**config.mk**
```make
export PLATFORM = sky130hd
export DESIGN_NAME = clk_en_divider_bank
export DESIGN_NICKNAME = d
export VERILOG_FILES = /design/src/rtl/clk_en_pkg.sv /design/src/rtl/clk_en_channel.sv /design/src/rtl/clk_en_divider_bank.sv
export SDC_FILE = /design/constraint.sdc
export NUM_CORES = 1
export LEC_CHECK = 0
export ABC_AREA = 1
export BUFFER_PORTS_ARGS = -buffer_cell sky130_fd_sc_hd__buf_2
export CAP_MARGIN = 30
export CORE_MARGIN = 3
export CORE_UTILIZATION = 68
export DETAILED_ROUTE_END_ITERATION = 8
export PLACE_DENSITY = 0.86
export SKIP_LAST_GASP = 1
export SLEW_MARGIN = 20
export SYNTH_ARGS = -nofsm -noshare
export SYNTH_HDL_FRONTEND = slang
export SYNTH_SLANG_ARGS = --single-unit
```
**constraint.sdc**
```tcl
create_clock -name clk -period 3.6 [get_ports clk]
set_input_delay 0 -clock clk [delete_from_list [all_inputs] [get_ports clk]]
set_output_delay 0 -clock clk [all_outputs]
set_load 0.03 [all_outputs]
```
**src/rtl/clk_en_pkg.sv**
```systemverilog
// Shared widths, divisor type and reset tables for the clock-enable divider bank.
package clk_en_pkg;

    localparam int CW_DEF  = 16;
    localparam int NCH_DEF = 4;

    typedef logic [CW_DEF-1:0] divisor_t;

    // Reset divisor 511 gives a 512-tick period on every channel.
    localparam divisor_t [NCH_DEF-1:0] DIV_INIT_DEF   = {NCH_DEF{divisor_t'(511)}};
    localparam divisor_t [NCH_DEF-1:0] PHASE_INIT_DEF = '0;

endpackage

```
**src/rtl/clk_en_channel.sv**
```systemverilog
// One divider channel: free-running modulo counter, shadow divisor and pending flag.
module clk_en_channel
    import clk_en_pkg::*;
#(
    parameter int            CW         = CW_DEF,
    parameter logic [CW-1:0] DIV_INIT   = CW'(511),
    parameter logic [CW-1:0] PHASE_INIT = '0
) (
    input  logic          clk,
    input  logic          rst,
    input  logic          tick,
    input  logic          wr,
    input  logic [CW-1:0] wr_div,
    output logic          en,
    output logic          level,
    output logic          apply
);

    logic [CW-1:0] cnt;
    logic [CW-1:0] div;
    logic [CW-1:0] shadow;
    logic          pending;

    // Threshold for the square wave; one extra bit so div = all-ones cannot overflow.
    function automatic logic [CW:0] half_period(input logic [CW-1:0] d);
        return ({1'b0, d} + 1'b1) >> 1;
    endfunction

    assign en    = !rst && tick && (cnt == div);
    assign apply = en && pending;
    assign level = {1'b0, cnt} >= half_period(div);

    always_ff @(posedge clk) begin
        if (wr) begin
            shadow <= wr_div;
        end
    end

    // A staged divisor only lands on a terminal count, so no short or long period is ever emitted.
    always_ff @(posedge clk) begin
        if (rst) begin
            cnt     <= PHASE_INIT;
            div     <= DIV_INIT;
            pending <= 1'b0;
        end else begin
            if (apply) begin
                div <= shadow;
            end
            if (wr) begin
                pending <= 1'b1;
            end else if (apply) begin
                pending <= 1'b0;
            end
            if (tick) begin
                cnt <= (cnt == div) ? '0 : cnt + 1'b1;
            end
        end
    end

endmodule

```
**src/rtl/clk_en_divider_bank.sv**
```systemverilog
// Bank of programmable clock-enable dividers with optional cascading and a periodic IRQ.
module clk_en_divider_bank
    import clk_en_pkg::*;
#(
    parameter int                      NCH        = NCH_DEF,
    parameter int                      CW         = CW_DEF,
    parameter logic [NCH-1:0][CW-1:0]  DIV_INIT   = DIV_INIT_DEF,
    parameter logic [NCH-1:0][CW-1:0]  PHASE_INIT = PHASE_INIT_DEF,
    parameter logic [NCH-1:0]          CASCADE    = '0,
    parameter int                      IRQ_SRC    = 1,
    parameter int                      IRQ_PERIOD = 14,
    parameter int                      IRQ_PHASE  = 12,
    localparam int                     CHW        = (NCH > 1) ? $clog2(NCH) : 1
) (
    input  logic           clk,
    input  logic           rst,
    input  logic           run,
    input  logic           cfg_we,
    input  logic [CHW-1:0] cfg_ch,
    input  logic [CW-1:0]  cfg_div,
    output logic           cfg_ack,
    output logic [NCH-1:0] en_o,
    output logic [NCH-1:0] level_o,
    output logic           irq_o
);

    localparam int            IW       = $clog2(IRQ_PERIOD);
    localparam logic [IW-1:0] IRQ_LAST = IW'(IRQ_PERIOD - 1);
    localparam logic [IW-1:0] IRQ_HIT  = IW'(IRQ_PHASE);

    logic [NCH-1:0] apply;
    logic [IW-1:0]  irq_cnt;

    // Per-channel locals keep the cascade chain free of a self-referencing vector.
    for (genvar i = 0; i < NCH; i++) begin : g_ch
        localparam logic [CHW-1:0] CH_IDX = CHW'(i);
        logic tick_ch;
        logic en_ch;
        logic level_ch;
        logic apply_ch;

        if (i > 0 && CASCADE[i]) begin : g_casc
            assign tick_ch = g_ch[i-1].en_ch;
        end else begin : g_run
            assign tick_ch = run;
        end

        clk_en_channel #(
            .CW         (CW),
            .DIV_INIT   (DIV_INIT[i]),
            .PHASE_INIT (PHASE_INIT[i])
        ) u_ch (
            .clk    (clk),
            .rst    (rst),
            .tick   (tick_ch),
            .wr     (cfg_we && (cfg_ch == CH_IDX)),
            .wr_div (cfg_div),
            .en     (en_ch),
            .level  (level_ch),
            .apply  (apply_ch)
        );

        assign en_o[i]    = en_ch;
        assign level_o[i] = level_ch;
        assign apply[i]   = apply_ch;
    end

    // irq_o follows the counter one source pulse late, giving a full source period high.
    always_ff @(posedge clk) begin
        if (rst) begin
            irq_cnt <= '0;
            irq_o   <= 1'b0;
            cfg_ack <= 1'b0;
        end else begin
            cfg_ack <= |apply;
            if (en_o[IRQ_SRC]) begin
                irq_o   <= (irq_cnt == IRQ_HIT);
                irq_cnt <= (irq_cnt == IRQ_LAST) ? '0 : irq_cnt + 1'b1;
            end
        end
    end

endmodule

```
# Word-level counts from Yosys, hierarchy flattened
# Cells that the tools add are included.
[op_classes]
n_addsub = 9
order_cmp = 4
eq_ne = 9
mux = 13
reduce_logical = 20
[ops]
columns = ["op", "n"]
rows = [
  ["$add 16x1->17 const B", 4],
  ["$add 16x1->16 const B", 4],
  ["$eq 16x16->1", 4],
  ["$ge 16x16->1", 4],
  ["$mux 16", 4],
  ["$logic_and 1x1->1", 13],
  ["$eq 4x4->1 const B", 2],
  ["$mux 1", 8],
  ["$reduce_bool 2->1", 4],
  ["$add 4x1->4 const B", 1],
  ["$eq 2x2->1 const B", 2],
  ["$mux 4", 1],
  ["$reduce_or 4->1", 1],
  ["$eq 2x1->1 const B", 1],
  ["$logic_not 2->1", 1],
  ["$logic_not 1->1", 1],
]
[word_totals]
regBits = 202
input_bits = 22
out_inout_bits = 10
word_cells = 74

# Longest topological paths before layout
# Gate-level depths: netlist of the first run.
[depth]
ltp_word = 6
depth_mapped = 16
ltp_nobuf = 15

# Hierarchy
# A second synthesis of the first run with hierarchy kept.
[hier_totals]
hier_cells = 1538
hier_area_um2 = 11529.8
[modules_own_cells]
columns = ["module", "n_inst", "cells_each", "area_per_inst_um2", "seq_area_each_um2"]
rows = [
  ["clk_en_channel at g_ch[0].u_ch ...", 3, 371, 2795.2, 1141.1],
  ["clk_en_channel at g_ch[2].u_ch", 1, 371, 2792.7, 1141.1],
  ["clk_en_divider_bank", 1, 54, 351.6, 120.1],
]

# Worst setup path before layout of the first run
# Ideal clock, no wire load.
[synth_path]
path_type = "register -> output"
startpoint = "reg g_ch[1].u_ch.div[0]"
endpoint = "out level_o[1]"
arrival_time_ns = 2.302
required_time_ns = 3.600
slack_ns = 1.298
path_stages_with_launch = 16
path_buffers = 1
path_cell_list = "dfxtp_1 ha_1 nand3_1 nor2_1 nand2_1 nor2_1 nand3_1 nor2_1 nand2_1 xor2_1 ha_1 nand3_1 nor3_1 nand2_1 nand3_1 buf_4"
[synth_between]
elab_chain_cells = 2
[synth_rtl]
columns = ["item", "line_no", "text"]
rows = [
  ["start, declared", "clk_en_channel.sv:20", "logic [CW-1:0] div;"],
  ["start signal, assigned", "clk_en_channel.sv:47", "div <= shadow;"],
  ["$add 16x1->17", "clk_en_channel.sv:26", "return ({1'b0, d} + 1'b1) >> 1;"],
  ["$ge 16x16->1", "clk_en_channel.sv:31", "assign level = {1'b0, cnt} >= half_period(div);"],
  ["end, declared", "clk_en_divider_bank.sv:23", "output logic [NCH-1:0] level_o,"],
]
# No other way between the ends.

# Worst setup path in the final report of the first run
[layout_path]
startpoint = "reg g_ch[2].u_ch.div[0]"
endpoint = "out level_o[2]"
[layout_between]
elab_chain_cells = 2
[layout_rtl]
columns = ["item", "line_no"]
rows = [
  ["start, declared", "clk_en_channel.sv:20"],
  ["start signal, assigned", "clk_en_channel.sv:47"],
  ["$add 16x1->17", "clk_en_channel.sv:26"],
  ["$ge 16x16->1", "clk_en_channel.sv:31"],
]
# No other way between the ends.

==> results of run 1 <==
Yosys cell counts (8+ instances only):
| cell | count | share of area [%] |
|---|---|---|
| a21oi_1 | 58 | 2.5 |
| buf_4 | 14 | 0.91 |
| clkbuf_1 | 14 | 0.45 |
| dfxtp_1 | 138 | 24 |
| edfxtp_1 | 64 | 17 |
| ha_1 | 72 | 7.8 |
| inv_1 | 206 | 6.7 |
| nand2_1 | 433 | 14 |
| nand3_1 | 124 | 5.4 |
| nand4_1 | 19 | 1.0 |
| nand4_2 | 8 | 0.87 |
| nor2_1 | 196 | 6.4 |
| nor2_2 | 10 | 0.54 |
| nor3_1 | 45 | 1.9 |
| o21ai_0 | 25 | 1.1 |
| xnor2_1 | 14 | 1.1 |
| xor2_1 | 68 | 5.2 |
power by group through the flow:
stage	Sequential, W	Combinational (W)	Clock [W]
6_report	0.00242	0.000183	0.00251
5_1_grt	0.00243	0.000200	0.00262
4_1_cts	0.00242	0.000180	0.00253
3_5_place_dp	0.00247	0.000161	0
3_3_place_gp	0.00247	0.000156	0
2_1_floorplan	0.00246	0.000104	0
worst paths after layout:
| kind | start | to | slack, ns | cells after the start |
|---|---|---|---|---|
| hold reg to reg | g_ch[0].u_ch.shadow[10]$_DFFE_PP_ | g_ch[0].u_ch.div[10]$_SDFFE_PP0P_ | 0.48 | 2 |
| setup reg to reg | g_ch[3].u_ch.div[14]$_SDFFE_PP0P_ | g_ch[3].u_ch.div[6]$_SDFFE_PP1P_ | 1.42 | 9 |
| hold / removal | cfg_ch[1] | g_ch[1].u_ch.pending$_SDFFE_PP0P_ | 0.04 | 5 |
| setup / recovery | g_ch[2].u_ch.div[0]$_SDFFE_PP1P_ | level_o[2] | 0.42 | 15 |
cells in the final DEF, fill, tap and decap left out, types with 10 or more instances in the layout:
cell type and count:
nand2_1 433, inv_1 206, nor2_1 196, dfxtp_1 138, nand3_1 124, ha_1 72, xor2_1 68, edfxtp_1 64
a21oi_1 58, nor3_1 41, buf_2 31, o21ai_0 25, clkbuf_16 22, nand4_1 19, dlygate4sd3_1 19, xnor2_1 14
nor3_2 11, nor2_2 10
metrics by stage:
stage	power (W)	hold WS (ns)	cell area, µm²	std cells	utilization (%)
finish	0.005116	0.03734	12820	1842	77.34
global route	0.005245	0.04849	12820	1842	77.34
CTS	0.005132	0.01594	12820	1842	77.34
detailed placement	0.002634	0.2748	11830	1783	71.31
global placement	0.002628	0.2786	11820	1782	71.26
floorplan	0.002567	0.09887	11550	1563	-
repair_timing:
action | 4_1_cts | 5_1_grt
hold endpoints to repair | 76 | 0
hold buffers | 19 | 0
setup buffers | 0 | 0
endpoints found under the setup margin | 0 | 0
layer usage:
| layer | GRT usage [%] | part of all wire (%) | wire [µm] |
|---|---|---|---|
| met5 | 0 | 0 | 0 |
| met4 | 10.97 | 4.4 | 1149 |
| met3 | 3.442 | 5.8 | 1514 |
| met1 | 39.39 | 44 | 11560 |
| met2 | 47.80 | 46 | 12090 |
critical path: cells and delay by family (launching register included):
| kind | cells | cell delay [ns] |
|---|---|---|
| DFF | 1 | 0.39 |
| and+or+nand+nor | 10 | 1.45 |
| buffers and inverters | 3 | 0.33 |
| adders and majority gates | 2 | 0.51 |
flip-flops by register name, indices dropped and copies added, names as in the netlist:
signal and cells:
g_ch.u_ch.cnt 64, g_ch.u_ch.shadow 64, g_ch.u_ch.pending 4, irq_o 1, irq_cnt 4, cfg_ack 1
g_ch.u_ch.div 64
cells by family (layout without fill, tap and decap cells):
family                     count (synthesis)  in the layout  synth area share (%)
buffers and inverters                    251            310                 8.871
AOI/OAI and AO/OA                         98             98                 4.506
xor gates and xnor gates                  82             82                 6.218
adders and majority gates                 72             72                 7.799
and+or+nand+nor                          858            858                 32.05
DFF                                      202            202                 40.55
area by class of cell:
cell class,instances,area share (%)
Clock buffer,25,4.537
Sequential cell,202,36.53
Multi-Input combinational cell,1110,45.71
Inverter,214,6.263
Tap cell,220,2.146
Timing Repair Buffer,56,3.044
Clock inverter,15,1.776
==> results.toml, run 1 <==
[power_and_ir_drop]
peakVddDrop_uv = 421.6
swShare_pct = 22.00
p_comb_share_pct = 3.6
powerDensity_nw_per_um2 = 398.9
switching_power_w = 0.001125
p_leak_nw = 6.152
power.share.sequential_pct = 47.4
clockPowerShare_pct = 49.0
intPower_w = 0.003991

[route]
drt-total-wl_mm = 26.31
first_iter_violations = 895
drc_errors = 0
ant_nets = 0
post_drt_wl_per_cell_um = 14.29
vias = 10040
via_per_inst = 5.448
drtPass1Iterations = 5

[cells_and_area]
syn_to_final_growth_pct = 11.03
antenna_cells = 0
regArea_um2 = 4684
fillers = 1182
drive_gt1_share_pct = 7.522
nets = 1700
multi_input_area_um2 = 5862

[synth]
ys_types = 37
syn-mean-instance-area_um2 = 7.390
synthesis.nets = 1657
synth_warnings = 0
synthCells = 1563
synth_edf_count = 64
ys_ff_latch = 202
synthFlopType = "dfxtp_1"
syn_area_um2 = 11550
seq_area_frac_synth_pct = 40.55
synthArstFlopShare_pct = 0

[worst_setup_path]
critPathSlowestCell = "dfxtp_1"
worstPathArrival_ns = 3.18
endpoint_kind = "output port"
path_class = "reg2out"
path_max_fanout = 4
crit_required_ns = 3.60
cp-start-kind = "flop"
worstPathCellList = "ha_1 > nand3_1 > nor2_1 > nand3_1 > inv_1 > nand4_1 > or3_1 > ha_1 > nand2_1 > inv_1 > nand3_1 > nor3_1 > nand2_1 > nand2_1 > buf_2"
max_stage_delay_ns = 0.39

[timing]
max_freq_ghz = 0.3145
tns_ns = 0
min_period_over_period_pct = 88.33
rsz0062_at_grt = "no"
final-hold-violation-count = 0
slew_violations = 0
slew_headroom_pct = 50.06
min_period_ns = 3.180
fin_ws_ns = 0.4200
setup_viol = 0
worst_pin_slew_ns = 0.7483
finClkSkew_ns = 0.01726

[grt]
grt_pass1_wl_mm = 44.09
antenna_found_initial = 0
grt_start_max_net_pins = 37
grt_pass1_vias = 9334
track_usage_pct = 29.03
grt_overflow = 0

[clocking]
numClockSinks = 202
cts_root_buffer = "clkbuf_16"
cts_max_level = 1
cts_tree = "done"
ctsResizeCount = 0
cts_buffer_depth = 3
clkSlewWorstSetupHoldPaths_ns = 0.06
numCtsBuffers = 22
clk_latency_ns = 0.52

[die]
dieArea_um2 = 18590
core-area_um2 = 16580
rows = 47
initial_core_util_pct = 69.65
die_width_um = 136.3
ios = 32
die_height_um = 136.3

[run_status]
status = "complete, no violations"

[placement]
port_buffers = 31
dp_slack_ns = 0.9641
hpwl_mm = 18.21
gp_congestion = 0.9099

[run]
drv_cap = 0

[min_path]
min_path_type = "in2reg"
Note: power is estimated with default switching activity, not from simulation.
==> run 2, diff against run 1 <==
--- a/config.mk
+++ b/config.mk
@@ -9,9 +9,9 @@
 export BUFFER_PORTS_ARGS = -buffer_cell sky130_fd_sc_hd__buf_2
 export CAP_MARGIN = 30
 export CORE_MARGIN = 3
-export CORE_UTILIZATION = 68
+export CORE_UTILIZATION = 60
 export DETAILED_ROUTE_END_ITERATION = 8
-export PLACE_DENSITY = 0.86
+export PLACE_DENSITY = 0.77
 export SKIP_LAST_GASP = 1
 export SLEW_MARGIN = 20
 export SYNTH_ARGS = -nofsm -noshare
==> results.toml, run 2 (synthesized netlist as in run 1, its figures left out) <==
[clocking]
clk_latency_ns = 0.51
ctsResizeCount = 0
cts_root_buffer = "clkbuf_16"
numClockSinks = 202
cts_buffer_depth = 3
cts_max_level = 1
hold_buffers = 17
cts_tree = "done"
clkSlewWorstSetupHoldPaths_ns = 0.06
post-cts-setup-buffers = 0
numCtsBuffers = 22

[power_and_ir_drop]
intPower_w = 0.003979
p_comb_share_pct = 3.7
switching_power_w = 0.001066
power.share.sequential_pct = 48.1
swShare_pct = 21.12
p_leak_nw = 6.142
powerDensity_nw_per_um2 = 392.4
peakVddDrop_uv = 349.0
clockPowerShare_pct = 48.2

[cells_and_area]
instances_no_fill = 1883
layout_common_cells = "433 x nand2_1, 206 x inv_1, 196 x nor2_1, 138 x dfxtp_1, 124 x nand3_1"
antenna_cells = 0
nets = 1701
utilization_pct = 68.27
final_common_cell = "nand2_1"
fillers = 1533
drive_gt1_share_pct = 7.394
largest_registers = "g_ch.u_ch.cnt: 64 flops, g_ch.u_ch.div: 64 flops, g_ch.u_ch.shadow: 64 flops"
syn_to_final_growth_pct = 11.29

[route]
drc_errors = 0
first_iter_violations = 681
vias = 9884
via_per_inst = 5.249
ant_nets = 0
drtPass1Iterations = 6
drt-total-wl_mm = 26.14
post_drt_wl_per_cell_um = 13.88

[grt]
gr-max-usage-layer = "met2"
grt_start_max_net_pins = 50
grt_pass1_wl_mm = 43.34
grt_pass1_vias = 9089
grt_use_met3_pct = 3.451
grt_use_met2_pct = 40.56
grt_overflow = 0
antenna_found_initial = 0
grtUsageMet1_pct = 34.98
track_usage_pct = 25.27

[placement]
gp_congestion = 0.8953
hpwl_mm = 18.61
port_buffers = 31
placed_cells = 1826

[die]
dieArea_um2 = 20950
die_height_um = 144.8
die_width_um = 144.8
core-area_um2 = 18830
ios = 32
rows = 50
initial_core_util_pct = 61.34

[timing]
slew_violations = 0
max_freq_ghz = 0.3129
finClkSkew_ns = 0.006848
worst_pin_slew_ns = 0.6402
rsz0062_at_grt = "no"
slew_headroom_pct = 57.22
final-hold-violation-count = 0
setup_viol = 0
tns_ns = 0
min_period_ns = 3.196
min_period_over_period_pct = 88.76

[run]
drv_cap = 0

[worst_setup_path]
worstPathArrival_ns = 3.20
path_max_fanout = 5
crit_required_ns = 3.60
path_class = "reg2out"
worstRegToRegCells = 9
cp-start-kind = "flop"
endpoint_kind = "output port"

[min_path]
min_path_type = "in2reg"
hold_depth = 6

[run_status]
status = "complete, no violations"
run 2: final timing paths:
kind	startpoint	slack [ns]	to
worst min register to register	g_ch[2].u_ch.shadow[9]$_DFFE_PP_	0.47	g_ch[2].u_ch.div[9]$_SDFFE_PP0P_
worst max register to register	g_ch[1].u_ch.div[6]$_SDFFE_PP1P_	1.51	g_ch[1].u_ch.div[14]$_SDFFE_PP0P_
worst min-delay path	run	0.03	g_ch[3].u_ch.pending$_SDFFE_PP0P_
worst max-delay path	g_ch[3].u_ch.div[1]$_SDFFE_PP1P_	0.40	level_o[3]
run 2: per-layer routing:
layer / vias up / wire, µm
met3: 73 / 1469
met2: 229 / 11820
met1: 4511 / 11770
met4: 0 / 1076
li1: 5071 / -
met5: - / 0
run 2: layout make-up:
class | count | area, µm² | area share, %
Multi-Input combinational cell | 1110 | 5862 | 45.60
Sequential cell | 202 | 4684 | 36.44
Inverter | 214 | 803.3 | 6.249
Clock buffer | 26 | 586.8 | 4.565
Timing Repair Buffer | 57 | 392.9 | 3.056
Tap cell | 260 | 325.3 | 2.531
Clock inverter | 14 | 200.2 | 1.557
run 2: critical path, stage by stage, from the launching register on:
cell     delay, ns
dfxtp_1       0.41
ha_1          0.21
nand2_1       0.10
nor3_1        0.28
nand3_1       0.19
nor4_1        0.32
nand4_1       0.17
ha_1          0.35
nand4_1       0.09
nor3_1        0.20
nand2_1       0.08
nand4_1       0.10
buf_2         0.20
run 2: per-stage QoR:
stage	area, µm²	power (W)	setup slack [ns]	hold slack (ns)
CTS	12850	0.005081	0.4049	0.02114
global placement	11900	0.002637	1.093	0.2894
global route	12850	0.005194	0.1626	0.05545
detailed placement	11900	0.002641	0.9788	0.2793
finish	12850	0.005045	0.4045	0.02948
floorplan	11550	0.002567	1.298	0.09887
run 2: power groups by stage:
stage,clock network (W),registers [W],logic (W)
2_1_floorplan,0,0.00246,0.000104
3_3_place_gp,0,0.00247,0.000166
3_5_place_dp,0,0.00247,0.000168
4_1_cts,0.00247,0.00242,0.000185
5_1_grt,0.00256,0.00243,0.000203
6_report,0.00243,0.00242,0.000187
==> run 3, diff against run 2 <==
--- a/config.mk
+++ b/config.mk
@@ -8,10 +8,9 @@
 export ABC_AREA = 1
 export BUFFER_PORTS_ARGS = -buffer_cell sky130_fd_sc_hd__buf_2
 export CAP_MARGIN = 30
-export CORE_MARGIN = 3
 export CORE_UTILIZATION = 60
 export DETAILED_ROUTE_END_ITERATION = 8
-export PLACE_DENSITY = 0.77
+export PLACE_DENSITY_LB_ADDON = 0.25
 export SKIP_LAST_GASP = 1
 export SLEW_MARGIN = 20
 export SYNTH_ARGS = -nofsm -noshare
==> results.toml, run 3 (synthesized netlist as in run 1, its figures left out) <==
[run_status]
status = "complete, no violations"

[timing]
slew_violations = 0
min_period_over_period_pct = 87.30
min_period_ns = 3.143
setup_viol = 0
tns_ns = 0
finClkSkew_ns = 0.009450
rsz0062_at_grt = "no"
final-hold-violation-count = 0
max_freq_ghz = 0.3182
fin_ws_ns = 0.4570
slew_headroom_pct = 44.89
worst_pin_slew_ns = 0.8258

[clocking]
cts_max_level = 1
numClockSinks = 202
clk_latency_ns = 0.51
clkSlewWorstSetupHoldPaths_ns = 0.06
ctsResizeCount = 0
cts_buffer_depth = 3
cts_tree = "done"
post-cts-setup-buffers = 0
numCtsBuffers = 22
cts_root_buffer = "clkbuf_16"

[die]
ios = 32
initial_core_util_pct = 61.55
rows = 50
die_height_um = 140.8
die_width_um = 140.8
dieArea_um2 = 19810
core-area_um2 = 18770

[cells_and_area]
instances_no_fill = 1858
antenna_cells = 0
layout_common_cells = "433 x nand2_1, 206 x inv_1, 196 x nor2_1, 138 x dfxtp_1, 124 x nand3_1"
largest_registers = "g_ch.u_ch.cnt: 64 flops, g_ch.u_ch.div: 64 flops, g_ch.u_ch.shadow: 64 flops"
nets = 1702
syn_to_final_growth_pct = 10.62
drive_gt1_share_pct = 7.451
stdcell_area_um2 = 12780
final_common_cell = "nand2_1"

[worst_setup_path]
max_stage_delay_ns = 0.41
cp-start-kind = "flop"
path_buf_inv = 1
path_class = "reg2out"
cp_top_family = "simple AND/OR/NAND/NOR gates"
path_common_cell = "nand3_1"
critPathSlowestCell = "dfxtp_1"
worstPathCellList = "ha_1 > nand3_1 > nor2_1 > nand2_1 > nor2_1 > nand3_1 > nor2_1 > nand2_1 > xor2_1 > ha_1 > nand3_1 > nor3_1 > nand2_1 > nand3_1 > buf_2"
endpoint_kind = "output port"
worstPathArrival_ns = 3.14
path_max_fanout = 5
crit_required_ns = 3.60

[placement]
port_buffers = 31
dpl_cell_area_um2 = 11860
gp_congestion = 0.8623
hpwl_mm = 17.92
dp_slack_ns = 0.9918
placed_cells = 1799

[grt]
track_usage_pct = 26.36
antenna_found_initial = 0
grt_pass1_wl_mm = 42.24
grt_pass1_vias = 8769
grt_start_max_net_pins = 33
grt_overflow = 0

[route]
ant_nets = 0
drc_errors = 0
vias = 9698
drtPass1Iterations = 5
first_iter_violations = 655
drt-total-wl_mm = 25.50
via_per_inst = 5.220
post_drt_wl_per_cell_um = 13.73

[power_and_ir_drop]
p_leak_nw = 6.110
peakVddDrop_uv = 345.3
powerDensity_nw_per_um2 = 381.1

[min_path]
min_path_type = "in2reg"

[run]
drv_cap = 0
run 3: cell types whose count changed in the layout (fill, tap and decap cells not counted), sizes merged:
cell,previous run,this run
bufinv,5,2
clkinvlp,2,5
dlygate4sd3,17,19
buf,40,39
run 3: worst reg2reg max path, stage by stage (launching register included):
cell and delay, ns:
dfxtp_1 0.44, inv_1 0.13, nand2_1 0.07, nand2_1 0.04, nor2_1 0.09, nand2_1 0.11, nor2_2 0.15, nand4_2 0.52
nor2_1 0.32, nor2_1 0.10
run 3: through the flow:
| stage | hold WS [ns] | utilization, % | total power (W) |
|---|---|---|---|
| floorplan | 0.09887 | - | 0.002567 |
| global placement | 0.2807 | 63.14 | 0.002632 |
| detailed placement | 0.2727 | 63.18 | 0.002635 |
| CTS | 0.02905 | 68.08 | 0.004908 |
| global route | 0.04403 | 68.08 | 0.005035 |
| finish | 0.03743 | 68.08 | 0.004869 |
run 3: layout make-up:
type,instances,area (µm²)
clock buffer,26,586.8
sequential,202,4684
inverter,214,803.3
timing repair buffer,58,405.4
multi-input combinational,1110,5862
tap,234,292.8
clock inverter,14,142.6
fill,1599,5991
run 3: path summary, 6_finish.rpt:
kind / cells past startpoint / from / endpoint / slack [ns]
max: 15 / g_ch[1].u_ch.div[1]$_SDFFE_PP1P_ / level_o[1] / 0.46
min reg2reg: 2 / g_ch[0].u_ch.shadow[13]$_DFFE_PP_ / g_ch[0].u_ch.div[13]$_SDFFE_PP0P_ / 0.47
min: 5 / run / irq_cnt[2]$_SDFFE_PP0P_ / 0.04
max reg2reg: 9 / g_ch[3].u_ch.div[3]$_SDFFE_PP1P_ / g_ch[3].u_ch.div[12]$_SDFFE_PP0P_ / 1.50
run 3: where the power goes:
group          leakage (nW)  internal [W]  total [W]  switching (W)
sequential             1.70       0.00240    0.00242      0.0000272
combinational          4.07     0.0000589   0.000184       0.000125
clock                 0.342       0.00132    0.00226       0.000941
run 3: repair_timing:
item                                    CTS  global route
hold endpoints to repair                 76             0
endpoints found under the setup margin    0             0
hold buffers                             19             0
run 3: routing by layer:
| metal | up-vias | part of all wire [%] | track usage [%] |
|---|---|---|---|
| li1 | 5074 | - | - |
| met1 | 4359 | 48 | 36.68 |
| met2 | 211 | 45 | 42.34 |
| met3 | 54 | 4.5 | 3.668 |
| met4 | 0 | 3.1 | 8.638 |
| met5 | - | 0 | 0 |
